File: config.mk
export PLATFORM = sky130hd
export DESIGN_NAME = mdu_seq_flat
export DESIGN_NICKNAME = d
export VERILOG_FILES = /design/src/rtl/mdu_pkg.sv /design/src/rtl/mdu_seq_if.sv /design/src/rtl/mdu_step.sv /design/src/rtl/mdu_seq.sv /design/src/flat_wrapper.sv
export SDC_FILE = /design/constraint.sdc
export NUM_CORES = 1
export LEC_CHECK = 0
export ABC_AREA = 1
export ABC_CLOCK_PERIOD_IN_PS = 6400
export CAP_MARGIN = 0
export CORE_MARGIN = 8
export CORE_UTILIZATION = 50
export CTS_CLUSTER_DIAMETER = 80
export CTS_CLUSTER_SIZE = 20
export DETAILED_ROUTE_END_ITERATION = 6
export GPL_ROUTABILITY_DRIVEN = 0
export GPL_TIMING_DRIVEN = 0
export PLACE_DENSITY_LB_ADDON = 0.1
export SLEW_MARGIN = 20
export SYNTH_ARGS = -nofsm -noshare
export SYNTH_HDL_FRONTEND = slang
export SYNTH_SLANG_ARGS = --single-unit
File: constraint.sdc
create_clock -name clk -period 6.4 [get_ports clk]
set_clock_uncertainty 0.05 [all_clocks]
set_input_delay 1.92 -clock clk [delete_from_list [all_inputs] [get_ports clk]]
set_output_delay 1.92 -clock clk [all_outputs]
set_load 0.01 [all_outputs]
File: src/rtl/mdu_pkg.sv
// Shared encodings for the iterative multiply/divide unit.
// Latency: n/a (definitions only).
// Backpressure: n/a.
package mdu_pkg;

    localparam logic [2:0] OP_MUL   = 3'b000;
    localparam logic [2:0] OP_MULHU = 3'b001;
    localparam logic [2:0] OP_DIVU  = 3'b010;
    localparam logic [2:0] OP_REMU  = 3'b011;
    localparam logic [2:0] OP_MULH  = 3'b101;
    localparam logic [2:0] OP_DIV   = 3'b110;
    localparam logic [2:0] OP_REM   = 3'b111;

    localparam logic [31:0] DIV0_QUOT = 32'hFFFF_FFFF;

    typedef enum logic [1:0] {
        S_IDLE = 2'd0,
        S_CALC = 2'd1,
        S_DONE = 2'd2
    } state_t;

endpackage

File: src/rtl/mdu_seq_if.sv
// Request/writeback bundle between execute stage, mdu_seq and the register bank.
// Latency: n/a (wiring only).
// Backpressure: none; start is simply ignored while busy.
interface mdu_seq_if #(
    parameter int WIDTH  = 32,
    parameter int REG_AW = 4
);
    logic              start;
    logic [2:0]        op;
    logic [WIDTH-1:0]  a;
    logic [WIDTH-1:0]  b;
    logic [REG_AW-1:0] rd_addr;
    logic              flush;
    logic              busy;
    logic              done;
    logic              wr_en;
    logic [REG_AW-1:0] wr_addr;
    logic [WIDTH-1:0]  wr_data;

    modport master (
        output start, op, a, b, rd_addr, flush,
        input  busy, done, wr_en, wr_addr, wr_data
    );

    modport slave (
        input  start, op, a, b, rd_addr, flush,
        output busy, done, wr_en, wr_addr, wr_data
    );
endinterface

File: src/rtl/mdu_step.sv
// One shift-add (multiply) or restoring shift-subtract (divide) iteration over {acc, q}.
// Latency: combinational.
// Backpressure: n/a.
module mdu_step #(
    parameter int WIDTH = 32
) (
    input  logic             is_div,
    input  logic [WIDTH-1:0] acc,
    input  logic [WIDTH-1:0] q,
    input  logic [WIDTH-1:0] m,
    output logic [WIDTH-1:0] acc_nxt,
    output logic [WIDTH-1:0] q_nxt
);

    logic [WIDTH:0] sum;
    logic [WIDTH:0] rem_sh;
    logic [WIDTH:0] diff;

    always_comb begin
        sum     = {1'b0, acc} + (q[0] ? {1'b0, m} : '0);
        rem_sh  = {acc, q[WIDTH-1]};
        diff    = rem_sh - {1'b0, m};
        acc_nxt = '0;
        q_nxt   = '0;
        if (!is_div) begin
            // Multiplier bits drain out of q[0] while product bits fill in from the top.
            acc_nxt = sum[WIDTH:1];
            q_nxt   = {sum[0], q[WIDTH-1:1]};
        end else if (!diff[WIDTH]) begin
            acc_nxt = diff[WIDTH-1:0];
            q_nxt   = {q[WIDTH-2:0], 1'b1};
        end else begin
            acc_nxt = rem_sh[WIDTH-1:0];
            q_nxt   = {q[WIDTH-2:0], 1'b0};
        end
    end

endmodule

File: src/rtl/mdu_seq.sv
// Iterative 32-step multiply/divide with single-cycle register-bank writeback.
// Latency: result/wr_en 33 cycles after accepted start; signed ops via MDU_SIGNED_EN.
// Backpressure: start ignored while busy (no queueing); flush aborts without writeback.
module mdu_seq
    import mdu_pkg::*;
#(
    parameter int WIDTH  = 32,
    parameter int REG_AW = 4
) (
    input  logic       clk,
    input  logic       reset_n,
    mdu_seq_if.slave   bus
);

    localparam int CW = $clog2(WIDTH);

    state_t            state, state_nxt;
    logic [CW-1:0]     count;
    logic [WIDTH-1:0]  acc, q, m;
    logic [WIDTH-1:0]  acc_n, q_n;
    logic [1:0]        op_r;
    logic [REG_AW-1:0] rd_r;
    logic              neg_r;
    logic [REG_AW-1:0] wr_addr_q;
    logic [WIDTH-1:0]  wr_data_q;

    logic              accept;
    logic              last_iter;
    logic [WIDTH-1:0]  a_mag, b_mag;
    logic              neg_in;
    logic [2*WIDTH-1:0] prod;
    logic [WIDTH-1:0]  res;

    assign accept    = (state == S_IDLE) && bus.start && !bus.flush;
    assign last_iter = (count == CW'(WIDTH-1));

`ifdef MDU_SIGNED_EN
    logic sgn, sa, sb;
    assign sgn   = bus.op[2] && (bus.op[1:0] != 2'b00);
    assign sa    = sgn && bus.a[WIDTH-1];
    assign sb    = sgn && bus.b[WIDTH-1];
    assign a_mag = sa ? -bus.a : bus.a;
    assign b_mag = sb ? -bus.b : bus.b;

    // A zero divisor keeps the all-ones quotient unsigned; the remainder follows the dividend.
    always_comb begin
        neg_in = 1'b0;
        case (bus.op[1:0])
            OP_MULH[1:0]: neg_in = sa ^ sb;
            OP_DIV[1:0]:  neg_in = (sa ^ sb) && (bus.b != '0);
            OP_REM[1:0]:  neg_in = sa;
            default:      neg_in = 1'b0;
        endcase
    end
`else
    logic unused_op2;
    assign unused_op2 = bus.op[2];
    assign a_mag      = bus.a;
    assign b_mag      = bus.b;
    assign neg_in     = 1'b0;
`endif

    mdu_step #(.WIDTH(WIDTH)) u_step (
        .is_div  (op_r[1]),
        .acc     (acc),
        .q       (q),
        .m       (m),
        .acc_nxt (acc_n),
        .q_nxt   (q_n)
    );

    always_comb begin
        prod = {acc_n, q_n};
        if (neg_r) prod = -prod;
        case (op_r)
            OP_MUL[1:0]:   res = prod[WIDTH-1:0];
            OP_MULHU[1:0]: res = prod[2*WIDTH-1:WIDTH];
            OP_DIVU[1:0]:  res = neg_r ? -q_n : q_n;
            default:       res = neg_r ? -acc_n : acc_n;
        endcase
    end

    always_ff @(posedge clk or negedge reset_n) begin
        if (!reset_n) state <= S_IDLE;
        else          state <= state_nxt;
    end

    always_comb begin
        state_nxt = state;
        case (state)
            S_IDLE:  if (accept) state_nxt = S_CALC;
            S_CALC: begin
                if (bus.flush)     state_nxt = S_IDLE;
                else if (last_iter) state_nxt = S_DONE;
            end
            S_DONE:  state_nxt = S_IDLE;
            default: state_nxt = S_IDLE;
        endcase
    end

    always_comb begin
        bus.busy  = (state != S_IDLE);
        bus.done  = (state == S_DONE);
        bus.wr_en = (state == S_DONE) && (rd_r != '0);
    end

    assign bus.wr_addr = wr_addr_q;
    assign bus.wr_data = wr_data_q;

    always_ff @(posedge clk or negedge reset_n) begin
        if (!reset_n) begin
            count     <= '0;
            acc       <= '0;
            q         <= '0;
            m         <= '0;
            op_r      <= '0;
            rd_r      <= '0;
            neg_r     <= 1'b0;
            wr_addr_q <= '0;
            wr_data_q <= '0;
        end else if (accept) begin
            count <= '0;
            acc   <= '0;
            op_r  <= bus.op[1:0];
            rd_r  <= bus.rd_addr;
            neg_r <= neg_in;
            // Multiply: q holds the multiplier. Divide: q holds the dividend.
            q     <= bus.op[1] ? a_mag : b_mag;
            m     <= bus.op[1] ? b_mag : a_mag;
        end else if (state == S_CALC && !bus.flush) begin
            acc   <= acc_n;
            q     <= q_n;
            count <= count + 1'b1;
            if (last_iter) begin
                wr_data_q <= res;
                wr_addr_q <= rd_r;
            end
        end
    end

endmodule

File: src/flat_wrapper.sv
// flat-port wrapper written by rule: the top's interface ports become plain ports
module mdu_seq_flat import mdu_pkg::*;
#(
    parameter int WIDTH  = 32,
    parameter int REG_AW = 4
)
  (clk, reset_n, bus_start, bus_op, bus_a, bus_b, bus_rd_addr, bus_flush, bus_busy, bus_done, bus_wr_en, bus_wr_addr, bus_wr_data);
  mdu_seq_if #(.WIDTH(WIDTH), .REG_AW(REG_AW)) bus_i ();
  input  logic clk;
  input  logic reset_n;
  input wire logic [$bits(bus_i.start)-1:0] bus_start;
  input wire logic [$bits(bus_i.op)-1:0] bus_op;
  input wire logic [$bits(bus_i.a)-1:0] bus_a;
  input wire logic [$bits(bus_i.b)-1:0] bus_b;
  input wire logic [$bits(bus_i.rd_addr)-1:0] bus_rd_addr;
  input wire logic [$bits(bus_i.flush)-1:0] bus_flush;
  output wire logic [$bits(bus_i.busy)-1:0] bus_busy;
  output wire logic [$bits(bus_i.done)-1:0] bus_done;
  output wire logic [$bits(bus_i.wr_en)-1:0] bus_wr_en;
  output wire logic [$bits(bus_i.wr_addr)-1:0] bus_wr_addr;
  output wire logic [$bits(bus_i.wr_data)-1:0] bus_wr_data;
  assign bus_i.start = bus_start;
  assign bus_i.op = bus_op;
  assign bus_i.a = bus_a;
  assign bus_i.b = bus_b;
  assign bus_i.rd_addr = bus_rd_addr;
  assign bus_i.flush = bus_flush;
  assign bus_busy = bus_i.busy;
  assign bus_done = bus_i.done;
  assign bus_wr_en = bus_i.wr_en;
  assign bus_wr_addr = bus_i.wr_addr;
  assign bus_wr_data = bus_i.wr_data;
  mdu_seq #(.WIDTH(WIDTH), .REG_AW(REG_AW)) u_core (.clk(clk), .reset_n(reset_n), .bus(bus_i));
endmodule
==> flow_metrics.env <==
export IMPL_htree_levels=4
export IMPL_die_y_um=177
export IMPL_worstPathMaxFanout=10
export IMPL_die_area_sq_um=31200
export IMPL_row_count=59
export IMPL_n_fill_cell=2574
export IMPL_port_buffers=112
export IMPL_ys_types=42
export IMPL_cts_tree="done"
export IMPL_critPathLaunchType="input port"
export IMPL_total_power_mw=5.53
export IMPL_period_share_pct=68.9
export IMPL_p_leak_nw=8.17
export IMPL_r2r_slack_ns=2.60
export IMPL_wl_um=48000
export IMPL_initialDrtViolationCount=1582
export IMPL_grt_pass1_wl_um=74000
export IMPL_mostFrequentLayoutCell="nand2_1"
export IMPL_holdCritPathClass="flop to flop"
export IMPL_ant_nets=0
export IMPL_multi_input_area_sq_um=7680
export IMPL_grt_pass1_vias=13600
export IMPL_post_drt_via_cell_ratio=5.51
export IMPL_critPathKind="input port to flop"
export IMPL_r2r_start="u_core.q[0]"
export IMPL_max_vdd_ir_drop_v=0.000176
export IMPL_violations="design-rule violations"
export IMPL_synth_nets=2303
export IMPL_wl_per_cell_um=18.2
export IMPL_syn_avg_cell_area_sq_um=5.98
export IMPL_grt_max_degree=93
export IMPL_start_util_pct=50.3
export IMPL_worstReg2RegEnd="u_core.bus.wr_data[25]"
export IMPL_syn_area_sq_um=12900
export IMPL_synthFlopType="dfrtp_1"
export IMPL_vias=14500
export IMPL_synth_cells=2160
export IMPL_synth_edf_count=0
export IMPL_path_clk_slew_ns=0.08
export IMPL_die_width_um=177
export IMPL_dp_hpwl_um=38400
export IMPL_layout_drive_gt1_share_pct=3.56
export IMPL_ff2ff_path_depth=19
export IMPL_worstPathRequired_ns=6.65
export IMPL_cap_violations=0
export IMPL_worstMarginPinSlew_ns=0.806
export IMPL_cts_root_buf="clkbuf_16"
export IMPL_drv_slew=0
export IMPL_slew_limit_headroom_pct=46.2
export IMPL_first_pass_iters=7
export IMPL_postLayoutCellArea_sq_um=15100
export IMPL_hold_violations=0
export IMPL_dp_cells=2608
export IMPL_final_cells=2640
export IMPL_grt_use_total_pct=30.5
export IMPL_crit_start="bus_flush"
export IMPL_ff_latch_area_sq_um=3630
export IMPL_grt_ovfl_total=0
export IMPL_numCtsBuffers=17
export IMPL_finalSetupViolations=0
export IMPL_max_freq_mhz=227
export IMPL_drc=17
export IMPL_worstSetupEndpointType="flop"
export IMPL_synthArstFlopShare_pct=100
export IMPL_holdBufCountCts=0
export IMPL_cts_resized=0
export IMPL_hold_start="u_core.count[3]"
export IMPL_fin_crit_ns=4.41
export IMPL_status="complete, but fails checks"
export IMPL_core_sq_um=25700
export IMPL_cp_data_arrival_time_ns=4.66
export IMPL_holdPathEnd="u_core.count[3]"
export IMPL_final_util_pct=58.9
export IMPL_clockBufferDepth=2
export IMPL_ys_ff_latch=145
export IMPL_cts_sinks=145
export IMPL_rsz0062_at_grt="false"
export IMPL_area_growth_pct=17.1
export IMPL_synth_warnings=0
export IMPL_p_per_area_nw_per_um2=366
export IMPL_yosysSeqAreaShare_pct=28.1
export IMPL_postCtsSetupRepairBufs=0
export IMPL_most_common_layout_cells="nand2_1, inv_1, nor2_1"
export IMPL_antenna_found_initial=1
export IMPL_nets=2435
export IMPL_clock_latency_ns=0.45
export IMPL_io_pins=114
export IMPL_placed_area_sq_um=14500
export IMPL_hold_depth=1
export IMPL_diodes=0
## power breakdown
group	switching, mW	internal, mW
Sequential	0.178	1.10
Combinational	2.12	1.03
Clock	0.498	0.603
## area by class of cell
type                       count  area share (%)
tap                          335            2.77
multi-input combinational   1603            50.8
clock buffer                  17            2.81
sequential                   145            24.0
buffer                        78            2.32
clock inverter                15            1.41
timing repair buffer         113            7.63
inverter                     334            8.29
## worst max-delay path by stage
| stage | slack [ns] | to |
|---|---|---|
| 2_1_floorplan | 3.07 | u_core.q[10] |
| 3_3_place_gp | -2.75 | u_core.bus.wr_addr[3] |
| 3_5_place_dp | 1.66 | u_core.q[6] |
| 4_1_cts | 2.10 | u_core.q[6] |
| 5_1_grt | 1.80 | u_core.q[9] |
| 6_report | 1.99 | u_core.q[6] |
## per-layer routing
layer	wire [um]	global-route usage, %	share of wire (%)
met5	0	0	0
met4	2570	15.8	5.3
met3	4230	6.51	8.8
met2	21800	48.6	45
met1	19500	38.4	41
## sequential cells by signal, summed over array words and instances (netlist names)
register and flops:
u_core.acc 32, u_core.bus.wr_data 32, u_core.m 32, u_core.q 32
u_core.count 5, u_core.bus.wr_addr 4, u_core.rd_r 4, u_core.op_r 2
u_core.state 2
## cell families (layout without fill, tap and decap cells)
| logic type | after synthesis | in the layout | share of synthesized area [%] |
|---|---|---|---|
| adders and majority gates | 68 | 68 | 6.70 |
| DFF | 145 | 145 | 28.1 |
| AOI/OAI and AO/OA | 310 | 310 | 13.6 |
| xor gates and xnor gates | 15 | 15 | 1.02 |
| buffers and inverters | 412 | 557 | 12.4 |
| and+or+nand+nor | 1210 | 1210 | 38.2 |
## worst max-delay path, stage by stage
cell	delay, ns
clkdlybuf4s50_1	0.40
nor2_1	0.13
nand3_1	0.29
inv_1	0.36
nor2_1	0.11
inv_1	0.08
clkbuf_1	0.57
clkbuf_1	0.60
o211ai_1	0.18
## Yosys cell counts (2+ instances only)
| library cell | count | area share [%] |
|---|---|---|
| inv_2 | 5 | 0.15 |
| inv_1 | 328 | 9.5 |
| clkbuf_1 | 53 | 1.5 |
| o211ai_1 | 60 | 3.5 |
| nand2_1 | 859 | 25 |
| nand3_2 | 3 | 0.23 |
| xor2_1 | 7 | 0.47 |
| a22o_1 | 2 | 0.14 |
| nand2_2 | 15 | 0.73 |
| fa_1 | 2 | 0.31 |
| xnor2_1 | 8 | 0.54 |
| dfrtp_1 | 145 | 28 |
| nand2_4 | 2 | 0.17 |
| o21ai_0 | 146 | 5.7 |
| or2_2 | 4 | 0.19 |
| buf_6 | 4 | 0.35 |
| o21a_1 | 5 | 0.29 |
| nand4_1 | 11 | 0.53 |
| nand3_1 | 121 | 4.7 |
| and2_1 | 7 | 0.34 |
| o21bai_1 | 4 | 0.23 |
| a21o_1 | 6 | 0.35 |
| o21ai_1 | 11 | 0.43 |
| nor3_1 | 16 | 0.62 |
| nor2_1 | 149 | 4.3 |
| buf_1 | 13 | 0.38 |
| nor4_1 | 2 | 0.097 |
| nand3b_1 | 12 | 0.70 |
| ha_1 | 66 | 6.4 |
| buf_2 | 6 | 0.23 |
| a31oi_1 | 2 | 0.097 |
| nor2_2 | 5 | 0.24 |
| a21oi_1 | 72 | 2.8 |
## stage by stage
| step | setup WS [ns] | TNS [ns] | hold slack [ns] |
|---|---|---|---|
| 2_1_floorplan | 3.07 | 0 | 0.384 |
| 3_3_place_gp | -2.75 | -395.90 | 0.401 |
| 3_5_place_dp | 1.66 | 0 | 0.410 |
| 4_1_cts | 2.10 | 0 | 0.421 |
| 5_1_grt | 1.80 | 0 | 0.434 |
| 6_report | 1.99 | 0 | 0.418 |
Note: power is estimated with default switching activity, not from simulation.
